### config.mk
export PLATFORM = sky130hd
export DESIGN_NAME = gpio_display_writer
export DESIGN_NICKNAME = d
export VERILOG_FILES = /design/src/rtl/gpio_display_writer.sv
export SDC_FILE = /design/constraint.sdc
export NUM_CORES = 1
export LEC_CHECK = 0
export ABC_AREA = 1
export BUFFER_PORTS_ARGS = -buffer_cell sky130_fd_sc_hd__buf_2
export CAP_MARGIN = 10
export CORE_ASPECT_RATIO = 0.8
export CORE_MARGIN = 5
export CORE_UTILIZATION = 32
export CTS_CLUSTER_DIAMETER = 80
export DETAILED_ROUTE_END_ITERATION = 12
export SYNTH_ARGS = -nofsm -noshare
export SYNTH_HDL_FRONTEND = slang
export SYNTH_SLANG_ARGS = --single-unit
export TNS_END_PERCENT = 10
### constraint.sdc
create_clock -name clk -period 7.3 [get_ports clk]
set_clock_uncertainty 0.1 [all_clocks]
set_input_delay 0.365 -clock clk [delete_from_list [all_inputs] [get_ports clk]]
set_output_delay 0.365 -clock clk [all_outputs]
set_load 0.03 [all_outputs]
### src/rtl/gpio_display_writer.sv
// Writes the LED register and six seven-segment HEX registers of a GPIO slave in one sequence.
// Define GPIO_READBACK_VERIFY_EN to read back and compare each written word.
module gpio_display_writer #(
  parameter int GAP_CYCLES = 0
) (
  input  logic        clk,
  input  logic        rst,
  input  logic        start,
  input  logic [23:0] value,
  input  logic [3:0]  leds,
  output logic        busy,
  output logic        done,
  output logic        error,
  output logic        bus_cs,
  output logic        bus_ren,
  output logic        bus_wen,
  output logic [11:0] bus_addr,
  output logic [31:0] bus_wdata,
  input  logic [31:0] bus_rdata
);

  // Handshake: start is sampled only while idle; busy covers WRITE..DONE, done pulses once in DONE.
  localparam logic [11:0] BASE_ADDR = 12'h008;
  localparam logic [2:0]  LAST_K    = 3'd6;
  localparam logic [3:0]  GAP_LOAD  = (GAP_CYCLES > 0) ? 4'(GAP_CYCLES - 1) : 4'd0;

`ifdef GPIO_READBACK_VERIFY_EN
  typedef enum logic [2:0] {IDLE, WRITE, READ, GAP, DONE} state_t;
`else
  typedef enum logic [2:0] {IDLE, WRITE, GAP, DONE} state_t;
`endif

  state_t      state;
  logic [2:0]  k;
  logic [2:0]  k_next;
  logic [3:0]  gap_cnt;
  logic [23:0] value_q;
  logic [3:0]  leds_q;

  assign k_next = k + 3'd1;

  function automatic logic [6:0] seg(input logic [3:0] d);
    case (d)
      4'h0: return 7'h40;
      4'h1: return 7'h79;
      4'h2: return 7'h24;
      4'h3: return 7'h30;
      4'h4: return 7'h19;
      4'h5: return 7'h12;
      4'h6: return 7'h02;
      4'h7: return 7'h78;
      4'h8: return 7'h00;
      4'h9: return 7'h10;
      4'hA: return 7'h08;
      4'hB: return 7'h03;
      4'hC: return 7'h46;
      4'hD: return 7'h21;
      4'hE: return 7'h06;
      default: return 7'h0E;
    endcase
  endfunction

  // Transaction 0 carries the LED pattern; transactions 1..6 carry HEX0..HEX5.
  function automatic logic [31:0] word_for(input logic [2:0] idx, input logic [23:0] v,
                                           input logic [3:0] l);
    logic [3:0] nib;
    case (idx)
      3'd1:    nib = v[3:0];
      3'd2:    nib = v[7:4];
      3'd3:    nib = v[11:8];
      3'd4:    nib = v[15:12];
      3'd5:    nib = v[19:16];
      3'd6:    nib = v[23:20];
      default: nib = 4'h0;
    endcase
    if (idx == 3'd0) return {28'h0, l};
    return {25'h0, seg(nib)};
  endfunction

  function automatic logic [11:0] addr_for(input logic [2:0] idx);
    return BASE_ADDR + {7'h0, idx, 2'b00};
  endfunction

`ifndef GPIO_READBACK_VERIFY_EN
  logic unused_rdata;
  assign unused_rdata = ^bus_rdata;
  assign error        = 1'b0;
`endif

  always_ff @(posedge clk) begin
    if (rst) begin
      state     <= IDLE;
      k         <= 3'd0;
      gap_cnt   <= 4'd0;
      value_q   <= 24'h0;
      leds_q    <= 4'h0;
      busy      <= 1'b0;
      done      <= 1'b0;
      bus_cs    <= 1'b0;
      bus_ren   <= 1'b0;
      bus_wen   <= 1'b0;
      bus_addr  <= 12'h0;
      bus_wdata <= 32'h0;
`ifdef GPIO_READBACK_VERIFY_EN
      error     <= 1'b0;
`endif
    end else begin
      case (state)
        IDLE: begin
          if (start) begin
            value_q   <= value;
            leds_q    <= leds;
            k         <= 3'd0;
            busy      <= 1'b1;
            state     <= WRITE;
            bus_cs    <= 1'b1;
            bus_wen   <= 1'b1;
            bus_ren   <= 1'b0;
            bus_addr  <= BASE_ADDR;
            bus_wdata <= word_for(3'd0, value, leds);
`ifdef GPIO_READBACK_VERIFY_EN
            error     <= 1'b0;
`endif
          end
        end
`ifdef GPIO_READBACK_VERIFY_EN
        WRITE: begin
          state     <= READ;
          bus_wen   <= 1'b0;
          bus_ren   <= 1'b1;
          bus_wdata <= 32'h0;
        end
        // With readback the end-of-transaction step below belongs to READ instead of WRITE.
        READ: begin
          if (bus_rdata != word_for(k, value_q, leds_q)) error <= 1'b1;
`else
        WRITE: begin
`endif
          if (k == LAST_K) begin
            state     <= DONE;
            done      <= 1'b1;
            bus_cs    <= 1'b0;
            bus_ren   <= 1'b0;
            bus_wen   <= 1'b0;
            bus_addr  <= 12'h0;
            bus_wdata <= 32'h0;
          end else if (GAP_CYCLES > 0) begin
            state     <= GAP;
            gap_cnt   <= GAP_LOAD;
            k         <= k_next;
            bus_cs    <= 1'b0;
            bus_ren   <= 1'b0;
            bus_wen   <= 1'b0;
            bus_addr  <= 12'h0;
            bus_wdata <= 32'h0;
          end else begin
            state     <= WRITE;
            k         <= k_next;
            bus_cs    <= 1'b1;
            bus_wen   <= 1'b1;
            bus_ren   <= 1'b0;
            bus_addr  <= addr_for(k_next);
            bus_wdata <= word_for(k_next, value_q, leds_q);
          end
        end
        GAP: begin
          if (gap_cnt == 4'd0) begin
            state     <= WRITE;
            bus_cs    <= 1'b1;
            bus_wen   <= 1'b1;
            bus_ren   <= 1'b0;
            bus_addr  <= addr_for(k);
            bus_wdata <= word_for(k, value_q, leds_q);
          end else begin
            gap_cnt <= gap_cnt - 4'd1;
          end
        end
        DONE: begin
          state <= IDLE;
          busy  <= 1'b0;
          done  <= 1'b0;
          k     <= 3'd0;
        end
        default: state <= IDLE;
      endcase
    end
  end

endmodule

==> results of run 1 <==
[cell usage in the layout (no fill, tap or decap)]
master / netlist / final
nand2_1: 110 / 110
nor2_1: 80 / 80
nand3_1: 67 / 67
dfxtp_1: 51 / 51
buf_2: 2 / 45
o21ai_0: 42 / 42
inv_1: 39 / 39
conb_1: 1 / 35
ha_1: 28 / 28
a21oi_1: 21 / 21
o21ai_1: 6 / 6
nand3_2: 5 / 5
a21oi_2: 5 / 5
clkbuf_16: 0 / 5
nor2_2: 3 / 3
o31ai_1: 3 / 3
nand2_2: 3 / 3
inv_6: 1 / 2
nor3_2: 2 / 2
inv_2: 2 / 2
nor3_1: 2 / 2
o22ai_1: 2 / 2
nor3_4: 2 / 2
o211ai_1: 2 / 2
clkinv_1: 1 / 1
a31oi_2: 1 / 1
or2_1: 1 / 1
nor2_4: 1 / 1
nor4_1: 1 / 1
nor3b_1: 1 / 1
xor2_1: 1 / 1
a22oi_1: 1 / 1
a31oi_1: 1 / 1
nand2_4: 1 / 1
inv_4: 1 / 1
or2_2: 1 / 1
clkbuf_8: 2 / 1
bufinv_16: 0 / 1
buf_4: 38 / 1
[kinds of logic after synthesis]
| group | after synthesis | synth area share |
|---|---|---|
| and+or+nand+nor | 280 | 0.337 |
| buffers and inverters | 102 | 0.164 |
| AOI/OAI and AO/OA | 84 | 0.126 |
| DFF | 51 | 0.276 |
| adders and majority gates | 28 | 0.0946 |
| xor gates and xnor gates | 1 | 0.00236 |
| other | 1 | 0.00101 |
[cell type report]
class	count	share of cell area
well taps	148	0.0464
clock buffers	6	0.0348
flip-flops and latches	51	0.256
multi-input cells	428	0.552
inverters	44	0.0432
clock inverters	2	0.00971
repair buffers	46	0.0583
[flip-flops by register name, indices dropped and copies added (netlist names)]
register,flops
k,3
leds_q,4
bus_wdata,7
busy,1
done,1
value_q,24
bus_wen,1
state,2
gap_cnt,4
bus_addr,4
[worst paths after layout]
| check | end | cells after the start | slack [ns] | startpoint |
|---|---|---|---|---|
| worst max-delay path | bus_wdata[3] | 16 | 3.78 | k[2] |
| worst min-delay path | value_q[2] | 3 | 0.22 | value[2] |
| worst max register to register | bus_wdata[3] | 16 | 3.78 | k[2] |
| worst min register to register | bus_addr[5] | 2 | 0.37 | bus_addr[5] |
[power by group through the flow]
stage,sequential [mW],clock (mW),combinational (mW)
finish,0.314,0.283,0.206
global route,0.316,0.302,0.232
CTS,0.313,0.288,0.205
detailed placement,0.320,0,0.205
global placement,0.319,0,0.200
floorplan,0.323,0,0.174
[layer usage]
layer  global-route usage  share of wire  vias to the layer above  wire length [um]
li1                     -              -                     1754                 -
met4               0.0341          0.017                        0               152
met3               0.0261          0.052                       24               476
met5                    0              0                        -                 0
met1                0.175           0.47                     1556              4280
met2                0.213           0.46                      115              4160
[worst min-delay path, cell delays in order]
cell and delay (ns):
buf_2 0.07, o21ai_0 0.07, nor2_1 0.07
[stage by stage]
stage / hold slack [ns] / instance area [um^2] / instances / total power, mW
5_1_grt: 0.228 / 3990 / 725 / 0.851
2_1_floorplan: 0.341 / 3830 / 581 / 0.497
3_5_place_dp: 0.359 / 3810 / 717 / 0.525
3_3_place_gp: 0.355 / 3810 / 717 / 0.520
6_report: 0.220 / 3990 / 725 / 0.802
4_1_cts: 0.217 / 3990 / 725 / 0.806
==> results.yml, run 1 <==
layout:
  drive_above_1_share: 0.142
  final_util: 0.349
  num-fill-cells: 1216
  diodes: 0
  synthToLayoutAreaGrowth_pct: 7.77
  nets: 667
  multiInputGateArea_mm2: 0.00220
  seq_area_mm2: 0.00102
critical_path:
  cp_top_family: "simple AND/OR/NAND/NOR gates"
  critPathMaxStageDelay_ns: 0.68
  end_kind: "flip-flop"
  path_cells: "inv_2 > ha_1 > inv_6 > nand3_1 > nand2_1 > nor3_2 > inv_1 > ha_1 > inv_1 > nand2_1 > nand3_1 > nand3_1 > nand2_1 > nand3_1 > nand2_1 > a21oi_2"
  path_max_fanout: 15
  path_class: "flip-flop to flip-flop"
  cp_data_arrival_time_ns: 3.59
  cp.required_ns: 7.37
  startpoint_type: "flip-flop"
  cp_num_buf_inv: 4
  slowest_stage: "dfxtp_1"
floorplanning:
  die_h_um: 106
  die_w_um: 130
  initial_core_util: 0.324
  ios: 113
  fp.coreArea_mm2: 0.0114
  die_area_mm2: 0.0138
  num_rows: 35
cts:
  clock_latency_ns: 0.29
  clk_pin_slew_worst_paths_ns: 0.07
  cts_setup_buffers: 0
  cts_tree: "yes"
  cts.sinks: 51
  cts_htree_levels: 2
  cts_root_buf: "clkbuf_16"
  hold_buffers: 0
  clock_path_buffers: 2
  numCtsBuffers: 5
  cts_resized: 0
power_and_ir_drop:
  p_leak_nw: 1.95
  pwr-share-clk: 0.352
  seq_power_share: 0.391
  p_switching_mw: 0.272
  ir_worst_vdd_mv: 0.126
  p_sw_frac: 0.340
  combPwrFrac: 0.256
  internal-power_mw: 0.530
  power.density_mw_per_mm2: 201
placed_design:
  place.gp.congestion: 0.864
  pre_cts_ws_ns: 3.78
  io_buffer_count: 45
  dp_hpwl_mm: 6.90
synth:
  async_reset_ff_frac: 0
  synth.cells.most_frequent: "110 x nand2_1, 80 x nor2_1, 67 x nand3_1, 51 x dfxtp_1, 42 x o21ai_0"
  ys_ff_latch: 51
  synthCells: 547
  syn_area_mm2: 0.00370
  ys_types: 41
  ys_top_cells_by_area: "dfxtp_1 28%, nand2_1 11%, ha_1 9.5%"
  synth_top_cell_by_area: "dfxtp_1"
  synth_edf_count: 0
  ys_warn_count: 0
  synth_ff_type: "dfxtp_1"
  synth_top_area_frac: 0.276
  syn_avg_cell_area_um2: 6.77
  seq_area_frac_synth: 0.276
  synth_most_common_cell: "nand2_1"
global_routing:
  grt_usage: 0.130
  overflow: 0
  grt_max_degree: 36
  grt_pass1_vias: 3247
  grt_pass1_wl_mm: 14.9
  grt_antenna_before_repair: 0
hold_path:
  hold_class: "input port to flip-flop"
sta:
  slew_headroom: 0.396
  slew_violations: 0
  tns_ns: 0
  worst_pin_slew_ns: 0.905
  min_period_over_period: 0.482
  setup_ws_ns: 3.78
  grt_setup_unrepaired: "false"
  fmax_mhz: 284
  setup_viol: 0
  period_minus_slack_ns: 3.52
  hold_viol: 0
run:
  timing.max_cap.violations: 0
detailed_routing:
  viasPerCell: 4.76
  wl_per_cell_um: 12.5
  ant_nets: 0
  first_pass_iters: 5
  vias: 3449
  drc: 0
  routed_wl_mm: 9.07
  drt_iter0_markers: 177
status:
  status: "finished, final reports clean"
No activity file was read; power rests on OpenSTA's default activity.
==> run 2: changes to the inputs <==
==> constraint.sdc (replaced) <==
create_clock -name clk -period 3.4 [get_ports clk]
set_clock_uncertainty 0.1 [all_clocks]
set_input_delay 0.17 -clock clk [delete_from_list [all_inputs] [get_ports clk]]
set_output_delay 0.17 -clock clk [all_outputs]
set_load 0.03 [all_outputs]
==> run 2 against run 1 <==
Highest routed layer unchanged. Sequential share of layout area fell by 0.17 points. Critical path depth increased by 1. Power rose by 110%. Combinational power increased by 120%. Worst setup slack lost 3.3 ns. First-iteration DRC count down 18%. Largest cell class unchanged. Core utilization up 0.23 points. Critical path type unchanged. Register-to-register slack worse by 3.3 ns. Cell area increased by 0.66%. Flip-flop and latch count is the same.
==> results.yml, run 2 (synthesis gave the netlist of run 1 again) <==
cts:
  numCtsBuffers: 5
  clk_pin_slew_worst_paths_ns: 0.07
  cts_htree_levels: 2
  hold_buffers: 0
  clock_path_buffers: 2
  cts_root_buf: "clkbuf_16"
  cts_setup_buffers: 0
  cts_tree: "yes"
  cts_resized: 0
  clock_latency_ns: 0.29
  cts.sinks: 51
critical_path:
  critPathMaxStageDelay_ns: 0.54
  r2r_slack_ns: 0.50
  slowest_stage: "ha_1"
  r2r_end: "bus_wdata[3]"
  worst_path_most_repeated_cell: "nand2_1"
  worstRegToRegCells: 17
  cp.required_ns: 3.47
  startpoint_type: "flip-flop"
  path_max_fanout: 13
  end_kind: "flip-flop"
  cp_num_buf_inv: 3
  cp_top_family: "adder cells"
  path_class: "flip-flop to flip-flop"
  r2r_start: "k[1]"
  path_cells: "ha_1 > ha_1 > inv_6 > nand3_1 > nand2_1 > nor2_1 > nand2_1 > inv_1 > ha_1 > inv_1 > nand2_1 > nand3_1 > nand3_1 > nand2_1 > nand3_1 > nand2_1 > a21oi_2"
  cp_data_arrival_time_ns: 2.97
detailed_routing:
  wl_per_cell_um: 12.0
  drt_iter0_markers: 146
  vias: 3416
  ant_nets: 0
  routed_wl_mm: 8.77
  drc: 0
  first_pass_iters: 5
  viasPerCell: 4.69
layout:
  reg.largest.list: "value_q x24, bus_wdata x7"
  fin_area_mm2: 0.00402
  regMostFlops: "value_q"
  nets: 671
  synthToLayoutAreaGrowth_pct: 8.48
  final_util: 0.352
  instances_no_fill: 729
  largest_reg_flops: 24
  diodes: 0
  layout_common_cells: "110 x nand2_1, 80 x nor2_1, 67 x nand3_1"
  layout_commonest_cell: "nand2_1"
  drive_above_1_share: 0.148
placed_design:
  pre_cts_ws_ns: 0.513
  dp_cells: 721
  placed_area_mm2: 0.00384
  dp_hpwl_mm: 6.89
  io_buffer_count: 45
  place.gp.congestion: 0.850
sta:
  hold_viol: 0
  slew_headroom: 0.456
  fmax_mhz: 345
  setup_ws_ns: 0.499
  fin_hold_ws_ns: 0.0398
  slew_violations: 0
  period_minus_slack_ns: 2.90
  grt_setup_unrepaired: "false"
  min_period_over_period: 0.853
  tns_ns: 0
  setup_viol: 0
  worst_pin_slew_ns: 0.815
global_routing:
  grt_pass1_wl_mm: 14.4
  grt_max_degree: 36
  grt_antenna_before_repair: 0
  grt_pass1_vias: 3129
  grt_usage: 0.126
  overflow: 0
hold_path:
  hold_path_end: "value_q[11]"
  min_path_cells: 3
  hold_class: "input port to flip-flop"
  min_from: "value[11]"
power_and_ir_drop:
  p_total_mw: 1.70
  p_leak_nw: 1.97
  power.density_mw_per_mm2: 423
  ir_worst_vdd_mv: 0.298
status:
  status: "finished, final reports clean"
floorplanning:
  ios: 113
  initial_core_util: 0.324
  die_h_um: 106
  die_area_mm2: 0.0138
  fp.coreArea_mm2: 0.0114
  die_w_um: 130
  num_rows: 35
run:
  timing.max_cap.violations: 0
-- run 2: cell types whose count changed in the layout (fill, tap and decap cells not counted) --
cell / delta
inv_6: -1
clkinv_2: +1
buf_4: +4
-- run 2: layer usage --
layer / up-vias / part of all wire / wire [um] / track usage
met5: - / 0 / 0 / 0
met1: 1556 / 0.48 / 4180 / 0.172
met4: 0 / 0.0087 / 76 / 0.0282
li1: 1767 / - / - / -
met2: 85 / 0.47 / 4110 / 0.206
met3: 8 / 0.045 / 395 / 0.0226
-- run 2: tightest hold or removal path: cells and delay by family --
family          cells  cell delay [ns]
simple gates        1             0.08
compound gates      1             0.07
buf+inv             1             0.07
-- run 2: layout make-up --
cell class	instances	area, um^2
clock buffer	6	139
clock inverter	2	35.0
fill	1237	7410
inverter	44	173
multi-input combinational	428	2200
sequential	51	1020
tap	148	185
timing repair buffer	50	263
-- run 2: worst max path at each step --
stage / start / end / slack [ns] / cells after the start
after floorplan: k[2] / bus_wdata[3] / 0.73 / 19
after global placement: k[1] / bus_wdata[3] / 0.55 / 17
after detailed placement: k[1] / bus_wdata[3] / 0.51 / 17
after CTS: k[1] / bus_wdata[3] / 0.50 / 17
after global routing: k[1] / bus_wdata[3] / 0.23 / 17
final: k[1] / bus_wdata[3] / 0.50 / 17
-- run 2: power breakdown --
group          internal, mW  switching, mW
logic                 0.134          0.313
registers             0.638         0.0335
clock network         0.366          0.214
==> run 3: changes to the inputs <==
==> constraint.sdc (replaced) <==
create_clock -name clk -period 2.45 [get_ports clk]
set_clock_uncertainty 0.1 [all_clocks]
set_input_delay 0.1225 -clock clk [delete_from_list [all_inputs] [get_ports clk]]
set_output_delay 0.1225 -clock clk [all_outputs]
set_load 0.03 [all_outputs]
==> run 3 against run 2 <==
The flow now finishes with violations (negative hold slack, negative setup slack). Combinational power is 70% higher. Fmax is 18% higher. Die area is the same. Via count increased by 5.6%. Critical path type unchanged. Global-route usage grew 0.77 points. First-iteration DRC count rose by 26%. Final cell count is 5.6% higher. Power up 42%. Flip-flop and latch count unchanged.
==> results.yml, run 3 (synthesis gave the netlist of run 1 again) <==
layout:
  final_util: 0.393
  layout_commonest_cell: "nand2_1"
  layout_common_cells: "104 x nand2_1, 77 x nor2_1, 61 x nand3_1"
  synthToLayoutAreaGrowth_pct: 21.3
  diodes: 0
  seq_area_mm2: 0.00103
  num-fill-cells: 1185
  nets: 712
  largest_reg_flops: 24
  drive_above_1_share: 0.241
  multiInputGateArea_mm2: 0.00234
  reg.largest.list: "value_q x24, bus_wdata x7"
  fin_area_mm2: 0.00449
  regMostFlops: "value_q"
sta:
  fmax_mhz: 407
  min_period_over_period: 1.00
  worst_pin_slew_ns: 0.589
  hold_viol: 3
  setup_viol: 2
  slew_violations: 0
  period_minus_slack_ns: 2.46
  slew_headroom: 0.607
  fin_hold_ws_ns: -0.00367
  grt_setup_unrepaired: "true"
  setup_ws_ns: -0.00950
floorplanning:
  die_w_um: 130
  initial_core_util: 0.324
  num_rows: 35
  fp.coreArea_mm2: 0.0114
  ios: 113
  die_area_mm2: 0.0138
  die_h_um: 106
cts:
  numCtsBuffers: 5
  cts.sinks: 51
  clk_pin_slew_worst_paths_ns: 0.07
  clock_latency_ns: 0.29
  cts_tree: "yes"
  clock_path_buffers: 2
  cts_htree_levels: 2
  cts_root_buf: "clkbuf_16"
detailed_routing:
  ant_nets: 0
  drc: 0
  routed_wl_mm: 9.46
  wl_per_cell_um: 12.3
  drt_iter0_markers: 184
  viasPerCell: 4.68
  first_pass_iters: 5
  vias: 3606
power_and_ir_drop:
  power.density_mw_per_mm2: 537
  p_total_mw: 2.41
  ir_worst_vdd_mv: 0.311
  p_leak_nw: 2.16
hold_path:
  hold_class: "input port to flip-flop"
critical_path:
  worst_path_most_repeated_cell: "nand2_1"
  cp.required_ns: 2.52
  critPathMaxStageDelay_ns: 0.37
  end_kind: "flip-flop"
  path_class: "flip-flop to flip-flop"
  path_max_fanout: 8
  r2r_slack_ns: -0.009
  path_cells: "ha_4 > ha_4 > inv_8 > nand3_2 > nand2_2 > nor3_4 > inv_2 > ha_4 > inv_2 > nand2_2 > nand2_1 > nand2_1 > nand2_1 > nand2_1 > nand3_1 > nand2_1 > a21oi_2"
  cp-endpoint: "bus_wdata[1]"
  cp_data_arrival_time_ns: 2.53
  cp_num_buf_inv: 3
  startpoint_type: "flip-flop"
  r2r_end: "bus_wdata[1]"
  slowest_stage: "dfxtp_4"
  cp_top_family: "simple AND/OR/NAND/NOR gates"
  r2r_start: "k[1]"
  crit_start: "k[1]"
  crit_cells: 17
  worstRegToRegCells: 17
run:
  timing.max_cap.violations: 0
status:
  status: "complete, but fails checks"
  violations: "negative hold slack, negative setup slack"
global_routing:
  overflow: 0
  grt_usage: 0.134
  grt_max_degree: 27
  grt_antenna_before_repair: 0
  grt_pass1_vias: 3330
  grt_pass1_wl_mm: 15.4
placed_design:
  placed_area_mm2: 0.00410
  io_buffer_count: 45
  place.gp.congestion: 0.879
  dp_hpwl_mm: 7.50
-- run 3: changes by cell type in the layout (fill, tap and decap cells not counted), moves of 5 or more --
cell           previous run  this run
ha_1                     28        20
nand2_1                 110       104
nand2_2                   3         8
ha_2                      0         5
nand3_2                   5        11
dlygate4sd3_1             0         9
nand3_1                  67        61
buf_4                     5        36
-- run 3: cell type report --
class / instances / area share
inverter: 44 / 0.0390
clock buffer: 6 / 0.0309
clock inverter: 2 / 0.00362
sequential: 51 / 0.229
multi-input combinational: 428 / 0.521
tap: 148 / 0.0412
timing repair buffer: 91 / 0.135
-- run 3: report_power, final --
part	leakage (nW)	total [mW]	switching [mW]	internal (mW)
Sequential	0.422	0.933	0.0483	0.885
Combinational	1.67	0.758	0.481	0.277
Clock	0.0731	0.720	0.312	0.409
-- run 3: tightest hold or removal path, delay by kind of cell --
kind            cells  cell delay [ns]
buf+inv             1             0.07
compound gates      1             0.07
simple gates        1             0.08
-- run 3: what timing repair did --
item                                    in CTS  in global routing
pin swaps                                    2                 17
hold endpoints to repair                     9                  0
endpoints found under the setup margin       7                  7
hold buffers                                 9                  0
gates cloned                                 0                  0
resized for setup                            6                 24
buffers inserted                             1                  5
-- run 3: worst min-delay path by stage --
stage	startpoint	end	slack [ns]	depth (start not counted)
finish	value[20]	value_q[20]	-0.004	3
global route	value[14]	value_q[14]	0.01	3
CTS	value[23]	value_q[23]	0.001	3
detailed placement	value[11]	value_q[11]	0.29	3
global placement	value[9]	value_q[9]	0.27	3
floorplan	leds[0]	leds_q[0]	0.19	2
-- run 3: metrics by stage --
step	setup TNS, ns	std cells	setup slack, ns
6_report	-0.0112	770	-0.00950
5_1_grt	-0.732	770	-0.146
4_1_cts	-0.000764	765	-0.000764
3_5_place_dp	-0.703	747	-0.151
3_3_place_gp	-0.217	747	-0.0663
2_1_floorplan	-0.0233	581	-0.0149
-- run 3: layer usage --
| layer | up-vias | part of all wire | wire length, um | GRT usage |
|---|---|---|---|---|
| li1 | 1847 | - | - | - |
| met1 | 1670 | 0.46 | 4350 | 0.183 |
| met2 | 80 | 0.49 | 4620 | 0.221 |
| met3 | 9 | 0.045 | 430 | 0.0246 |
| met4 | 0 | 0.0061 | 58 | 0.0237 |
| met5 | - | 0 | 0 | 0 |
